`config.mk`:
```
export PLATFORM = sky130hd
export DESIGN_NAME = sound_request_sequencer
export DESIGN_NICKNAME = d
export VERILOG_FILES = /design/src/rtl/sound_request_sequencer.sv
export SDC_FILE = /design/constraint.sdc
export NUM_CORES = 1
export LEC_CHECK = 0
export ABC_AREA = 0
export ABC_CLOCK_PERIOD_IN_PS = 6100
export CAP_MARGIN = 25
export CORE_ASPECT_RATIO = 0.6
export CORE_UTILIZATION = 56
export DETAILED_ROUTE_END_ITERATION = 6
export GPL_TIMING_DRIVEN = 0
export PLACE_DENSITY = 0.76
export SYNTH_ARGS = -nofsm -noshare
export SYNTH_HDL_FRONTEND = slang
export SYNTH_SLANG_ARGS = --single-unit
```
`constraint.sdc`:
```
create_clock -name i_clk -period 6.1 [get_ports i_clk]
set_clock_uncertainty 0.05 [all_clocks]
set_input_delay 0.915 -clock i_clk [delete_from_list [all_inputs] [get_ports i_clk]]
set_output_delay 0.915 -clock i_clk [all_outputs]
set_load 0.02 [all_outputs]
```
`src/rtl/sound_request_sequencer.sv`:
```
// Sound request sequencer: queues buzzer sound codes and sequences the tone generator
// through restart, play and silent-gap phases for each queued melody.
module sound_request_sequencer #(
  parameter int unsigned STEP_CYCLES = 6_250_002,
  parameter int unsigned LEN_SEL     = 64,
  parameter int unsigned LEN_OTHER   = 48,
  parameter int unsigned GAP_CYCLES  = 1_000_000,
  parameter int unsigned RST_CYCLES  = 2,
  parameter int unsigned DEPTH       = 4
) (
  input  logic       i_clk,
  input  logic       i_rst,
  input  logic       i_req_valid,
  input  logic [2:0] i_req_code,
  output logic       o_req_ready,
  output logic [2:0] o_sound_code,
  output logic       o_play_sound,
  output logic       o_snd_rstn,
  output logic       o_busy,
  output logic [7:0] o_flush_cnt
);

  localparam int unsigned AW = $clog2(DEPTH);
  localparam logic [31:0] RstLast = 32'(RST_CYCLES - 1);
  localparam logic [31:0] SelLast = 32'(LEN_SEL * STEP_CYCLES - 1);
  localparam logic [31:0] OthLast = 32'(LEN_OTHER * STEP_CYCLES - 1);
  localparam logic [31:0] GapLast = 32'(GAP_CYCLES - 1);
  localparam logic [AW:0] PtrOne  = (AW + 1)'(1);

  typedef enum logic [1:0] {StIdle, StRestart, StPlay, StGap} state_e;

  state_e      r_state, w_state_d;
  logic [31:0] r_cnt, w_cnt_d;
  logic [2:0]  r_code, w_code_d;
  logic [7:0]  r_flush, w_flush_d;
  logic        r_play, r_rstn, r_busy;
  logic [2:0]  r_mem [DEPTH];
  logic [AW:0] r_wptr, r_rptr, w_wptr_d, w_rptr_d, w_occ;
  logic        w_full, w_empty, w_accept, w_push, w_pop, w_preempt;
  logic [8:0]  w_flush_sum;

  // Extra wrap bit on each pointer distinguishes full from empty.
  assign w_full      = (r_wptr[AW] != r_rptr[AW]) && (r_wptr[AW-1:0] == r_rptr[AW-1:0]);
  assign w_empty     = (r_wptr == r_rptr);
  assign w_occ       = r_wptr - r_rptr;
  assign o_req_ready = (i_req_code == 3'd7) || !w_full;
  assign w_accept    = i_req_valid && o_req_ready;
  assign w_preempt   = w_accept && (i_req_code == 3'd7);
  assign w_push      = w_accept && (i_req_code != 3'd0) && (i_req_code != 3'd7);
  assign w_flush_sum = {1'b0, r_flush} + 9'(w_occ);

  assign o_sound_code = r_code;
  assign o_play_sound = r_play;
  assign o_snd_rstn   = r_rstn;
  assign o_busy       = r_busy;
  assign o_flush_cnt  = r_flush;

  // Next-state logic: phase sequencing, FIFO pointer updates and code-7 preemption.
  always_comb begin
    w_state_d = r_state;
    w_code_d  = r_code;
    w_cnt_d   = (r_cnt != 32'd0) ? r_cnt - 32'd1 : r_cnt;
    w_flush_d = r_flush;
    w_pop     = 1'b0;
    case (r_state)
      StIdle: begin
        if (!w_empty) begin
          w_pop     = 1'b1;
          w_code_d  = r_mem[r_rptr[AW-1:0]];
          w_state_d = StRestart;
          w_cnt_d   = RstLast;
        end
      end
      StRestart: begin
        if (r_cnt == 32'd0) begin
          w_state_d = StPlay;
          w_cnt_d   = (r_code == 3'd1) ? SelLast : OthLast;
        end
      end
      StPlay: begin
        if (r_cnt == 32'd0) begin
          w_state_d = StGap;
          w_cnt_d   = GapLast;
        end
      end
      StGap: begin
        if (r_cnt == 32'd0) begin
          w_state_d = StIdle;
        end
      end
      default: w_state_d = StIdle;
    endcase

    w_wptr_d = w_push ? r_wptr + PtrOne : r_wptr;
    w_rptr_d = w_pop  ? r_rptr + PtrOne : r_rptr;

    // Preemption discards the queue and aborts whatever is playing.
    if (w_preempt) begin
      w_state_d = StRestart;
      w_code_d  = 3'd7;
      w_cnt_d   = RstLast;
      w_rptr_d  = r_wptr;
      w_flush_d = w_flush_sum[8] ? 8'hFF : w_flush_sum[7:0];
    end
  end

  // State and registered outputs, all derived from the next state.
  always_ff @(posedge i_clk) begin
    if (i_rst) begin
      r_state <= StIdle;
      r_cnt   <= 32'd0;
      r_code  <= 3'd0;
      r_flush <= 8'd0;
      r_play  <= 1'b0;
      r_rstn  <= 1'b0;
      r_busy  <= 1'b0;
      r_wptr  <= '0;
      r_rptr  <= '0;
    end else begin
      r_state <= w_state_d;
      r_cnt   <= w_cnt_d;
      r_code  <= w_code_d;
      r_flush <= w_flush_d;
      r_play  <= (w_state_d == StPlay);
      r_rstn  <= (w_state_d != StRestart);
      r_busy  <= (w_state_d != StIdle) || (w_wptr_d != w_rptr_d);
      r_wptr  <= w_wptr_d;
      r_rptr  <= w_rptr_d;
    end
  end

  // FIFO storage; contents need no reset since pointers define validity.
  always_ff @(posedge i_clk) begin
    if (w_push) begin
      r_mem[r_wptr[AW-1:0]] <= i_req_code;
    end
  end

endmodule

```
# --- Word level (Yosys, flattened, before mapping) ---
# Memory sizes are Yosys's and may differ from the RTL's. A register that Yosys moved wholly into a read port is not among the register bits.
# Cells that the tools add are included.
classes:
  addsub: 5
  n_mul: 0
  n_div: 0
  order_cmp: 0
  n_eq_ne: 13
  n_shift: 0
  n_mux: 25
  bitwise: 0
  n_reduce_logical: 16
op_table:
  columns: ["cell", "n"]
  rows:
  - ["2-to-1 mux 32 bit", 4]
  - ["one-hot mux 32 bit (3 select lines)", 1]
  - ["zero test 32 bit", 1]
  - ["nonzero test 32 bit", 1]
  - ["subtractor 32 x 1 -> 32 bit (second input constant)", 1]
  - ["2-to-1 mux 27 bit", 1]
  - ["2-to-1 mux 3 bit", 6]
  - ["2-to-1 mux 2 bit", 6]
  - ["adder 8 x 3 -> 9 bit", 1]
  - ["2-to-1 mux 8 bit", 1]
  - ["one-hot mux 2 bit (4 select lines)", 1]
  - ["adder 3 x 1 -> 3 bit (second input constant)", 2]
  - ["== test 2 bit (second input constant)", 3]
  - ["logical AND 1 bit", 5]
  - ["2-to-1 mux 1 bit", 5]
  - ["!= test 2 x 1 -> 1 bit (second input constant)", 2]
  - ["nonzero test 2 bit", 2]
  - ["== test 3 x 1 -> 1 bit (second input constant)", 1]
  - ["== test 3 bit", 1]
  - ["== test 3 bit (second input constant)", 1]
  - ["!= test 3 bit", 1]
  - ["!= test 3 bit (second input constant)", 1]
  - ["nonzero test 3 bit", 1]
  - ["subtractor 3 bit", 1]
  - ["other kinds (8)", 9]
word_totals:
  ff_bits: 54
  latchBits: 0
  ram_bits: 12
  mem_bits_ro: 0
  wordCells: 70
  memories: 1
memory_table:
  columns: ["memory", "words", "width", "rd", "rd_ports_with_merged_regs", "write_ports", "line", "text"]
  rows:
  - ["r_mem", 4, 3, 1, 1, 1, "37", "logic [2:0] r_mem [DEPTH];"]

# --- Logic depth before layout (Yosys ltp) ---
logic_depth:
  depth_word: 10
  ltp_mapped: 11
  mapped_depth_nobuf: 11

# --- Worst setup path before layout ---
# No wires, ideal clock.
synth_timing:
  path_kind: "register -> register"
  start: "register r_wptr[0]"
  end: "register r_flush[6], in the netlist o_flush_cnt[6]"
  arrival_time_ns: 2.345
  path_slack_ns: 3.574
  stages_incl_launch_ff: 11
  synth_period_minus_slack_ns: 2.526
  path_cell_list: "dfxtp_1 -> inv_1 -> ha_1 -> fa_1 -> xnor2_1 -> ha_1 -> a21oi_1 -> nor3b_1 -> nand3_1 -> nor3b_1 -> nor3_1"
synth_between:
  elab_chain_len: 6
synth_rtl:
  columns: ["item", "line", "text"]
  rows:
  - ["start: declaration", "38", "logic [AW:0] r_wptr, r_rptr, w_wptr_d, w_rptr_d, w_occ;"]
  - ["start signal: assignment", "127", "r_wptr <= w_wptr_d;"]
  - ["branches (longest 6 deep; another with adder 8 x 3 -> 9 bit)", null, null]
  - ["end signal: assignment", "123", "r_flush <= w_flush_d;"]
  - ["end: declaration", "35", "logic [7:0] r_flush, w_flush_d;"]
# Several ways; the timed one is not identified.
# A chain may end at the register's enable or synchronous reset.

# --- Worst setup path in the final report ---
layout_timing:
  start: "input port i_req_code[0]"
  end: "output port o_req_ready"
layout_between:
  elab_chain_len: 2
layout_rtl:
  columns: ["item", "line", "text"]
  rows:
  - ["start: declaration", "14", "input logic [2:0] i_req_code,"]
  - ["== test 3 bit", "46", "assign o_req_ready = (i_req_code == 3'd7) || !w_full;"]
  - ["logical OR 1 bit", "46", null]
  - ["end: declaration", "15", "output logic o_req_ready,"]
# Every way passes these cells.

==> metrics.md <==
| Metric | Value |
|---|---|
| H-tree depth | `3` |
| Worst path slowest cell | `clkdlybuf4s50_1` |
| WL final | `7.620 mm` |
| Worst IR drop on VDD | `0.3213 mV` |
| Required time of the critical path | `5.13 ns` |
| CP Class | `input pin to primary output` |
| Dominant synthesized flop cell | `dfxtp_1` |
| Fin crit period | `3.287 ns` |
| F_max | `304.2 MHz` |
| Combinational share of power | `56.5%` |
| Setup TNS | `0 ns` |
| Nets@finish | `407` |
| DRC violations left | `0` |
| Gpl congestion | `0.9399` |
| WP data arrival | `2.32 ns` |
| Final Hold Vio Count | `0` |
| CTS Buf Count | `9` |
| Unrepaired setup endpoints after global routing | `false` |
| Setup Viol. Count Final | `0` |
| Clock sink count | `66` |
| Core area | `0.005702 mm^2` |
| Vias in the first global route | `2609` |
| Critical path capture point type | `primary output` |
| Switching Fraction | `44.73%` |
| CP Max Fanout | `7` |
| Worst-margin pin slew | `0.9905 ns` |
| Core Util, Final | `68.38%` |
| Max-slew violation count | `0` |
| HPWL after DPL | `5.693 mm` |
| Clk pwr share | `15.0%` |
| Syn_area_per_cell | `9.549 um^2` |
| Share of post-route cells with drive strength above 1 | `10.20%` |
| I/O pin cnt | `21` |
| Post-Synthesis Cells | `356` |
| Root buf cell | `clkbuf_8` |
| NetSw | `0.001072 W` |
| Outcome | `finished, final reports clean` |
| Library cells used by synthesis | `61` |
| First-pass GRT wire length | `13.25 mm` |
| Max-slew headroom | `33.83%` |
| Post-Syn Area | `0.003400 mm^2` |
| GRT Util Overall | `27.49%` |
| Max Cap Viol | `0` |
| DR vias/cell | `5.917` |
| Die width | `102.6 um` |
| Cell Rows | `21` |
| Cts hold-fix bufs | `0` |
| Syn Nets | `376` |
| Crit path largest cell delay | `0.59 ns` |
| Post-DR wirelength/cell | `16.14 um` |
| Post-CTS setup repair buffer count | `0` |
| Worst path cell trace | `clkdlybuf4s50_1 -> nand3_1 -> nand2_1 -> clkdlybuf4s50_1` |
| CP dominant cell by count | `clkdlybuf4s50_1` |
| Post-route ant nets | `0` |
| Worst Setup Start Kind | `input pin` |
| Syn. warnings | `0` |
| Routed vias | `2793` |
| Antenna violations before repair | `0` |
| Flops & latches, synth | `66` |
| Setup WS pre-CTS | `2.799 ns` |
| Largest net degree at the start of global routing | `12` |
| Skew-Pair Late Insertion Delay | `0.34 ns` |
| CTS clock-pin slew for the worst setup and hold paths | `0.07 ns` |
| Pre-antenna DRT Iters | `5` |
| Synth async-reset ratio | `0%` |
| DRT iter0 DRCs | `231` |
| Crit share post-route | `53.89%` |
| Power per cell area | `614.7 mW/mm^2` |
| Die height | `62.35 um` |
| EDFF count, synth | `12` |
| GRT overflow | `0` |
| Clock buffer depth | `2` |
| Setup WS post-layout | `2.813 ns` |
| Initial core utilization | `59.62%` |
| PortBufs | `20` |
| Gates resized, CTS repair | `0` |
| Hold WC Path Type | `register to register` |
| CTS tree | `yes` |
| P_int | `0.001324 W` |
| Die ar. | `0.006396 mm^2` |
| Register share of total power | `28.5%` |
| Diodes inserted | `0` |
| Leakage | `1.457 nW` |
| Sequential-to-total area share from yosys stat | `42.40%` |
| Area Overhead vs Synth | `14.69%` |
==> path summary, 6_finish.rpt <==
check                  startpoint         endpoint  slack, ns  cells after the start
hold reg to reg   o_sound_code[1]  o_sound_code[1]       0.47                      2
setup reg to reg         r_cnt[0]         r_cnt[0]       3.21                     10
setup / recovery    i_req_code[0]      o_req_ready       2.81                      4
hold / removal    o_sound_code[1]  o_sound_code[1]       0.47                      2
==> area by class of cell <==
type | count | area, um^2
multi-input cells | 269 | 1868
fillers | 448 | 1803
flip-flops and latches | 66 | 1441
repair buffers | 20 | 200.2
clock buffers | 12 | 176.4
well taps | 80 | 100.1
plain buffers | 12 | 56.30
inverters | 9 | 33.78
clock inverters | 4 | 22.52
==> power groups by stage <==
| stage | Sequential [W] | Clock (W) | Combinational (W) |
|---|---|---|---|
| after floorplan | 0.000681 | 0 | 0.00103 |
| final | 0.000684 | 0.000360 | 0.00135 |
| after CTS | 0.000680 | 0.000362 | 0.00133 |
| after global placement | 0.000684 | 0 | 0.00129 |
| after detailed placement | 0.000689 | 0 | 0.00132 |
| after global routing | 0.000699 | 0.000386 | 0.00150 |
==> cell usage in the layout (no fill, tap or decap), types with 4 or more instances in the layout <==
cell,n
a211oi_1,6
a21oi_1,24
a31oi_1,8
and2_1,7
clkbuf_1,8
clkbuf_8,11
clkdlybuf4s50_1,20
dfxtp_1,54
edfxtp_1,12
ha_1,12
inv_1,8
mux2i_1,4
nand2_1,24
nand3_1,9
nand4_1,6
nor2_1,37
nor3_1,16
nor3b_1,6
nor4_1,5
o21ai_0,12
or3_1,4
xnor2_1,20
xor2_1,12
==> synth_stat cells (all sizes together), types with 3 or more instances <==
master	instances	area share, %
a211oi	6	1.3
a21oi	24	3.5
a31oi	8	1.5
and2	7	1.3
buf	4	0.77
clkbuf	8	0.88
dfxtp	54	32
edfxtp	12	11
ha	12	4.4
inv	9	0.99
mux2i	4	1.2
mux4	3	2.0
nand2	24	2.7
nand3	9	1.3
nand4	6	1.1
nor2	38	4.3
nor2b	3	0.55
nor3	17	2.8
nor3b	7	1.7
nor4	8	2.3
o21ai	13	1.9
o22ai	3	0.55
or2	3	0.55
or3	6	1.4
or4	4	0.99
xnor2	20	5.2
xor2	12	3.1
==> cell families after synthesis <==
kind of cell / Yosys count / share of synthesized area, %
compound gates: 70 / 13.14
xor+xnor: 32 / 8.244
fa+ha+maj: 14 / 5.594
buf+inv: 21 / 2.650
flops: 66 / 42.40
mux: 8 / 3.496
simple gates: 145 / 24.48
==> flip-flops by register name, indices dropped and copies added (netlist names) <==
signal and flops:
r_state 2, r_mem 12, o_sound_code 3, r_wptr 3, o_snd_rstn 1, r_rptr 3
o_play_sound 1, o_flush_cnt 8, r_cnt 32, o_busy 1
==> stage by stage <==
step | cell area [um^2] | cells | total power [W] | hold WS (ns)
2_1_floorplan | 3400 | 356 | 0.001712 | 0.4168
3_3_place_gp | 3700 | 456 | 0.001971 | 0.4435
3_5_place_dp | 3700 | 456 | 0.002008 | 0.4553
4_1_cts | 3899 | 472 | 0.002371 | 0.4650
5_1_grt | 3899 | 472 | 0.002583 | 0.5055
6_report | 3899 | 472 | 0.002397 | 0.4680
==> layer usage <==
layer	share of wire, %	up-vias	routed length (um)	track usage [%]
li1	-	1360	-	-
met3	8.9	8	677	8.108
met4	0.89	0	68	7.321
met2	39	117	2951	34.25
met1	51	1308	3922	44.57
met5	0	-	0	0
==> critical path: cells and delay by family <==
family,cells,cell delay [ns]
buffers and inverters,2,1.17
AND/OR/NAND/NOR,2,0.23
(Power assumes the default switching activity.)
==> RTL change 1: new RTL, same settings <==
The 4 states of `state_e` get a one-hot encoding in 4 bits.
--- a/src/rtl/sound_request_sequencer.sv
+++ b/src/rtl/sound_request_sequencer.sv
@@ -27,7 +27,7 @@
   localparam logic [31:0] GapLast = 32'(GAP_CYCLES - 1);
   localparam logic [AW:0] PtrOne  = (AW + 1)'(1);
 
-  typedef enum logic [1:0] {StIdle, StRestart, StPlay, StGap} state_e;
+  typedef enum logic [3:0] {StIdle = 4'b0001, StRestart = 4'b0010, StPlay = 4'b0100, StGap = 4'b1000} state_e;
 
   state_e      r_state, w_state_d;
   logic [31:0] r_cnt, w_cnt_d;
Behaviour: no difference found for any inputs over 10 cycles, from zero or initial values and one cycle with i_rst high; not proved beyond that.
==> RTL change 1 against the unedited design <==
Synthesized cell count up 6.2%. Largest cell class unchanged. Routed wire length up 10%. Highest routed layer unchanged. Design area up 3.9%. Global-route usage up 0.11 points. Final cell count up 5.5%. Synthesized area up 4.6%. Combinational power up 9.6%. Setup slack worse by 0.36 ns. Sequential share of layout area down 0.42 points. Sequential cell count up 2. Total power up 6.4%. Largest power group unchanged. Die area up 4.5%.
==> RTL change 1: results (changes against the unedited design) <==
| Metric | Value |
|---|---|
| Fin nets | `429 (+5.4%)` |
| Starting DRT DRC Count | `216 (-6.5%)` |
| Peak supply drop | `312 uV (-2.9%)` |
| Worst min path class | `reg2reg` |
| Layout cells sized above 1 | `0.101 (-0.000592)` |
| Root buf cell | `clkbuf_8` |
| Worst-skew pair later-pin latency | `0.37 ns (+0.03 ns)` |
| Wire length of the first global-routing pass | `14,000 um (+5.6%)` |
| Global Route Usage Sum | `0.276 (+0.00113)` |
| Biggest register | `r_cnt` |
| Flop2flop setup slack | `3.06 ns (-0.15 ns)` |
| Register area share after synthesis | `0.417 (-0.00724)` |
| Largest net degree at the start of global routing | `13 (+1)` |
| CP max stage delay | `0.55 ns (-0.04 ns)` |
| Worst hold stages | `1 (-1)` |
| # H-tree levels | `3 (unchanged)` |
| Leakage | `1.52 nW (+4.4%)` |
| DR vias/cell | `6.02 (+1.7%)` |
| Pre-CTS WS | `2.45 ns (-0.346 ns)` |
| Vias in the first global route | `2,798 (+7.2%)` |
| Postcts setup bufs | `0 (unchanged)` |
| DRT Wirelength | `8410 um (+10%)` |
| GP Congestion | `0.892 (-5.1%)` |
| Post-synthesis net count | `398 (+5.9%)` |
| Hold path endpoint | `r_cnt[23]$_SDFF_PP0_` |
| Final HPWL DP | `6140 um (+7.9%)` |
| N_diodes | `0 (unchanged)` |
| Min-delay src | `r_cnt[23]$_SDFF_PP0_` |
| Status | `complete, no violations` |
| Slew @ Worst Pin | `0.980 ns (-0.0107 ns)` |
| Reg-to-Reg Start | `r_wptr[0]$_SDFF_PP0_` |
| RR Endpoint | `o_flush_cnt[6]$_SDFFE_PP0P_` |
| Distinct cell type count of the synthesized netlist | `67 (+9.8%)` |
| Most frequent cells after synthesis | `dfxtp_1 (56), nor2_1 (37), nand2_1 (29)` |
| Largest cells by area after synthesis | `dfxtp_1 (32%), edfxtp_1 (10%), xor2_1 (4.7%), ha_1 (4.2%), nor2_1 (3.9%)` |
| Crit Path Max Fanout | `7 (unchanged)` |
==> RTL change 1: changes by cell type after synthesis, moves of 3 or more <==
cell / before / now
o21ai_0: 12 / 19
xnor2_1: 20 / 13
xor2_1: 12 / 19
nand2_1: 24 / 29
nand3_1: 9 / 4
nand4_1: 6 / 1
or3_1: 4 / 8
buf_4: 0 / 3
nor3_1: 16 / 19
==> RTL change 1: worst max-delay path by stage <==
stage          slack [ns]  cells after the start                           to                 start
6_report             2.46                      4                  o_req_ready         i_req_code[0]
5_1_grt              2.38                      4                  o_req_ready         i_req_code[0]
4_1_cts              2.45                      4                  o_req_ready         i_req_code[1]
3_5_place_dp         2.45                      4                  o_req_ready         i_req_code[1]
3_3_place_gp         2.48                      4                  o_req_ready         i_req_code[1]
2_1_floorplan        3.50                     10  o_flush_cnt[6]$_SDFFE_PP0P_  r_wptr[0]$_SDFF_PP0_
==> RTL change 1: cell families (layout without fill, tap and decap cells) <==
logic type | Yosys count | count (layout) | share of synthesized area
compound gates | 86 | 86 | 0.161
buf+inv | 24 | 60 | 0.0310
simple gates | 147 | 147 | 0.229
mux | 7 | 7 | 0.0303
xor+xnor | 32 | 32 | 0.0788
fa+ha+maj | 14 | 14 | 0.0535
flops | 68 | 68 | 0.417
==> RTL change 1: report_power, final <==
group	internal, mW	leakage (nW)	switching (mW)
sequential	0.580	0.566	0.125
clock	0.188	0.0962	0.178
combinational	0.595	0.858	0.883
total	1.36	1.52	1.19
==> RTL change 1: per-stage QoR <==
| step | hold slack, ns | instance area (um^2) | utilization | cells |
|---|---|---|---|---|
| after floorplan | 0.401 | 3550 | - | 378 |
| after global placement | 0.430 | 3860 | 0.632 | 482 |
| after detailed placement | 0.440 | 3860 | 0.632 | 482 |
| after CTS | 0.453 | 4050 | 0.663 | 498 |
| after global routing | 0.478 | 4050 | 0.663 | 498 |
| final | 0.453 | 4050 | 0.663 | 498 |
==> RTL change 1: cell type report <==
type | instances | area [um^2]
clock inverter | 6 | 65.1
buffer | 13 | 68.8
fill | 529 | 2060
clock buffer | 10 | 128
multi-input combinational | 286 | 1960
inverter | 11 | 41.3
timing repair buffer | 20 | 200
sequential | 68 | 1480
tap | 84 | 105
==> RTL change 1: routing by layer <==
| metal | part of all wire | track usage | up-vias |
|---|---|---|---|
| li1 | - | - | 1439 |
| met5 | 0 | 0 | - |
| met4 | 0.016 | 0.100 | 0 |
| met1 | 0.48 | 0.389 | 1417 |
| met2 | 0.40 | 0.390 | 127 |
| met3 | 0.10 | 0.0932 | 14 |
==> RTL change 1: worst reg2reg max path: cells and delay by family (launching register included) <==
kind                     cells  cell delay (ns)
AO/OA/AOI/OAI                1             0.10
XOR/XNOR                     1             0.17
adder cells (fa/ha/maj)      3             1.00
buffers and inverters        1             0.16
flip-flops                   1             0.43
AND/OR/NAND/NOR              4             1.01
==> RTL change 2: new RTL, same flow settings <==
Made on the original files. `DEPTH`: 4 -> 8.
--- a/src/rtl/sound_request_sequencer.sv
+++ b/src/rtl/sound_request_sequencer.sv
@@ -6,7 +6,7 @@
   parameter int unsigned LEN_OTHER   = 48,
   parameter int unsigned GAP_CYCLES  = 1_000_000,
   parameter int unsigned RST_CYCLES  = 2,
-  parameter int unsigned DEPTH       = 4
+  parameter int unsigned DEPTH       = 8
 ) (
   input  logic       i_clk,
   input  logic       i_rst,
Behaviour: not the same (Yosys sat finds a counterexample within 10 cycles, from zero or initial values and one cycle with i_rst high).
==> RTL change 2 against the unedited design <==
The run now ends with DRC left. Total power is 21% higher. Routed wire length is 25% higher. Sequential cell count is 14 higher. Setup slack worse by 0.24 ns. Fmax is 6.9% lower. Core utilization is 0.092 points lower. Synthesized area is 20% higher. Highest routed layer unchanged. First-iteration DRC count is 29% higher. Design area is 20% higher. Count of clock-buffer cells in the layout is 3 lower.
==> RTL change 2: results (changes against the unedited design) <==
| Metric | Value |
|---|---|
| Status | `finished with violations` |
| Failing checks | `DRC` |
| Layout cells sized above 1 | `0.0980 (-0.00405)` |
| Met3 GRT Util | `0.0833 (+0.00218)` |
| Met1 Usage GRT | `0.398 (-0.0477)` |
| Crit Path Max Fanout | `9 (+2)` |
| Fin nets | `464 (+14%)` |
| Min-delay src | `r_cnt[31]$_SDFF_PP0_` |
| Final HPWL DP | `7040 um (+24%)` |
| DR vias/cell | `6.18 (+4.4%)` |
| Grt met2 use | `0.403 (+0.0605)` |
| Post-DP Area | `4380 um^2 (+18%)` |
| Wire length of the first global-routing pass | `15,700 um (+19%)` |
| RR Endpoint | `o_busy$_SDFF_PP0_` |
| Largest cells by area after synthesis | `dfxtp_1 (28%), edfxtp_1 (18%), xor2_1 (5.0%), a21oi_1 (4.4%), ha_1 (3.7%)` |
| Slew @ Worst Pin | `0.869 ns (-0.121 ns)` |
| Peak supply drop | `402 uV (+25%)` |
| Leakage | `1.73 nW (+19%)` |
| Root buf cell | `clkbuf_16` |
| GP Congestion | `0.918 (-2.3%)` |
| Most frequent cells after synthesis | `dfxtp_1 (56), a21oi_1 (36), nor2_1 (34)` |
| Distinct cell type count of the synthesized netlist | `55 (-9.8%)` |
| Largest net degree at the start of global routing | `16 (+4)` |
| Register area share after synthesis | `0.453 (+0.0289)` |
| Hold path endpoint | `r_cnt[31]$_SDFF_PP0_` |
| Vias in the first global route | `3,132 (+20%)` |
| CP Launch Point | `r_rptr[1]$_SDFF_PP0_` |
| Post-synthesis net count | `433 (+15%)` |
| DRT Wirelength | `9560 um (+25%)` |
| Placed cell count | `520 (+14%)` |
| Starting DRT DRC Count | `298 (+29%)` |
| Via Count | `3,310 (+19%)` |
| DRC | `1 (+1)` |
| Worst-skew pair later-pin latency | `approximately 0.35 ns` |
| Data arrival, critical path | `2.57 ns (+0.25 ns)` |
| EDFF count, synth | `24 (+12)` |
| Pre-CTS WS | `2.62 ns (-0.180 ns)` |
| Pre-antenna DRT Iters | `7 (+2)` |
| Flop2flop setup slack | `2.80 ns (-0.41 ns)` |
[RTL change 2: stage by stage]
stage          hold WS, ns  utilization
3_5_place_dp         0.436        0.639
6_report             0.438        0.683
4_1_cts              0.445        0.683
5_1_grt              0.468        0.683
3_3_place_gp         0.422        0.639
2_1_floorplan        0.403            -
[RTL change 2: worst max-delay path by stage]
stage / to / slack (ns) / cells after the start
2_1_floorplan: o_busy$_SDFF_PP0_ / 3.48 / 9
3_3_place_gp: o_req_ready / 2.64 / 4
3_5_place_dp: o_req_ready / 2.62 / 4
4_1_cts: o_req_ready / 2.57 / 6
5_1_grt: o_req_ready / 2.48 / 6
6_report: o_req_ready / 2.57 / 6
[RTL change 2: cell type report]
class	count	area (um^2)	area share
inverters	13	48.8	0.0104
clock buffers	9	225	0.0482
well taps	87	109	0.0233
flip-flops and latches	80	1840	0.394
clock inverters	7	76.3	0.0163
multi-input cells	305	2090	0.448
plain buffers	15	82.6	0.0177
repair buffers	20	200	0.0428
[RTL change 2: layer usage]
layer	routed length (um)	share of wire	up-vias
met5	0	0	-
met4	93	0.0097	0
met3	844	0.088	11
met2	3780	0.40	149
met1	4840	0.51	1572
li1	-	-	1578
[RTL change 2: kinds of logic (layout without fill, tap and decap cells)]
| family | count (synthesis) | after routing | synth area share |
|---|---|---|---|
| xor+xnor | 41 | 41 | 0.0917 |
| simple gates | 161 | 161 | 0.218 |
| mux | 8 | 8 | 0.0382 |
| fa+ha+maj | 14 | 14 | 0.0468 |
| compound gates | 81 | 81 | 0.120 |
| buf+inv | 28 | 64 | 0.0323 |
| flops | 80 | 80 | 0.453 |
[RTL change 2: report_power, final]
part,total (mW),switching (mW),internal (mW)
Combinational,1.59,0.941,0.646
Sequential,0.774,0.106,0.668
Clock,0.545,0.225,0.320
[RTL change 2: critical path, cell delays in order, from the launching register on]
cell             delay (ns)
dfxtp_1                0.39
clkbuf_1               0.47
inv_1                  0.13
ha_1                   0.34
and3_1                 0.20
nand3_1                0.09
clkdlybuf4s50_1        0.60
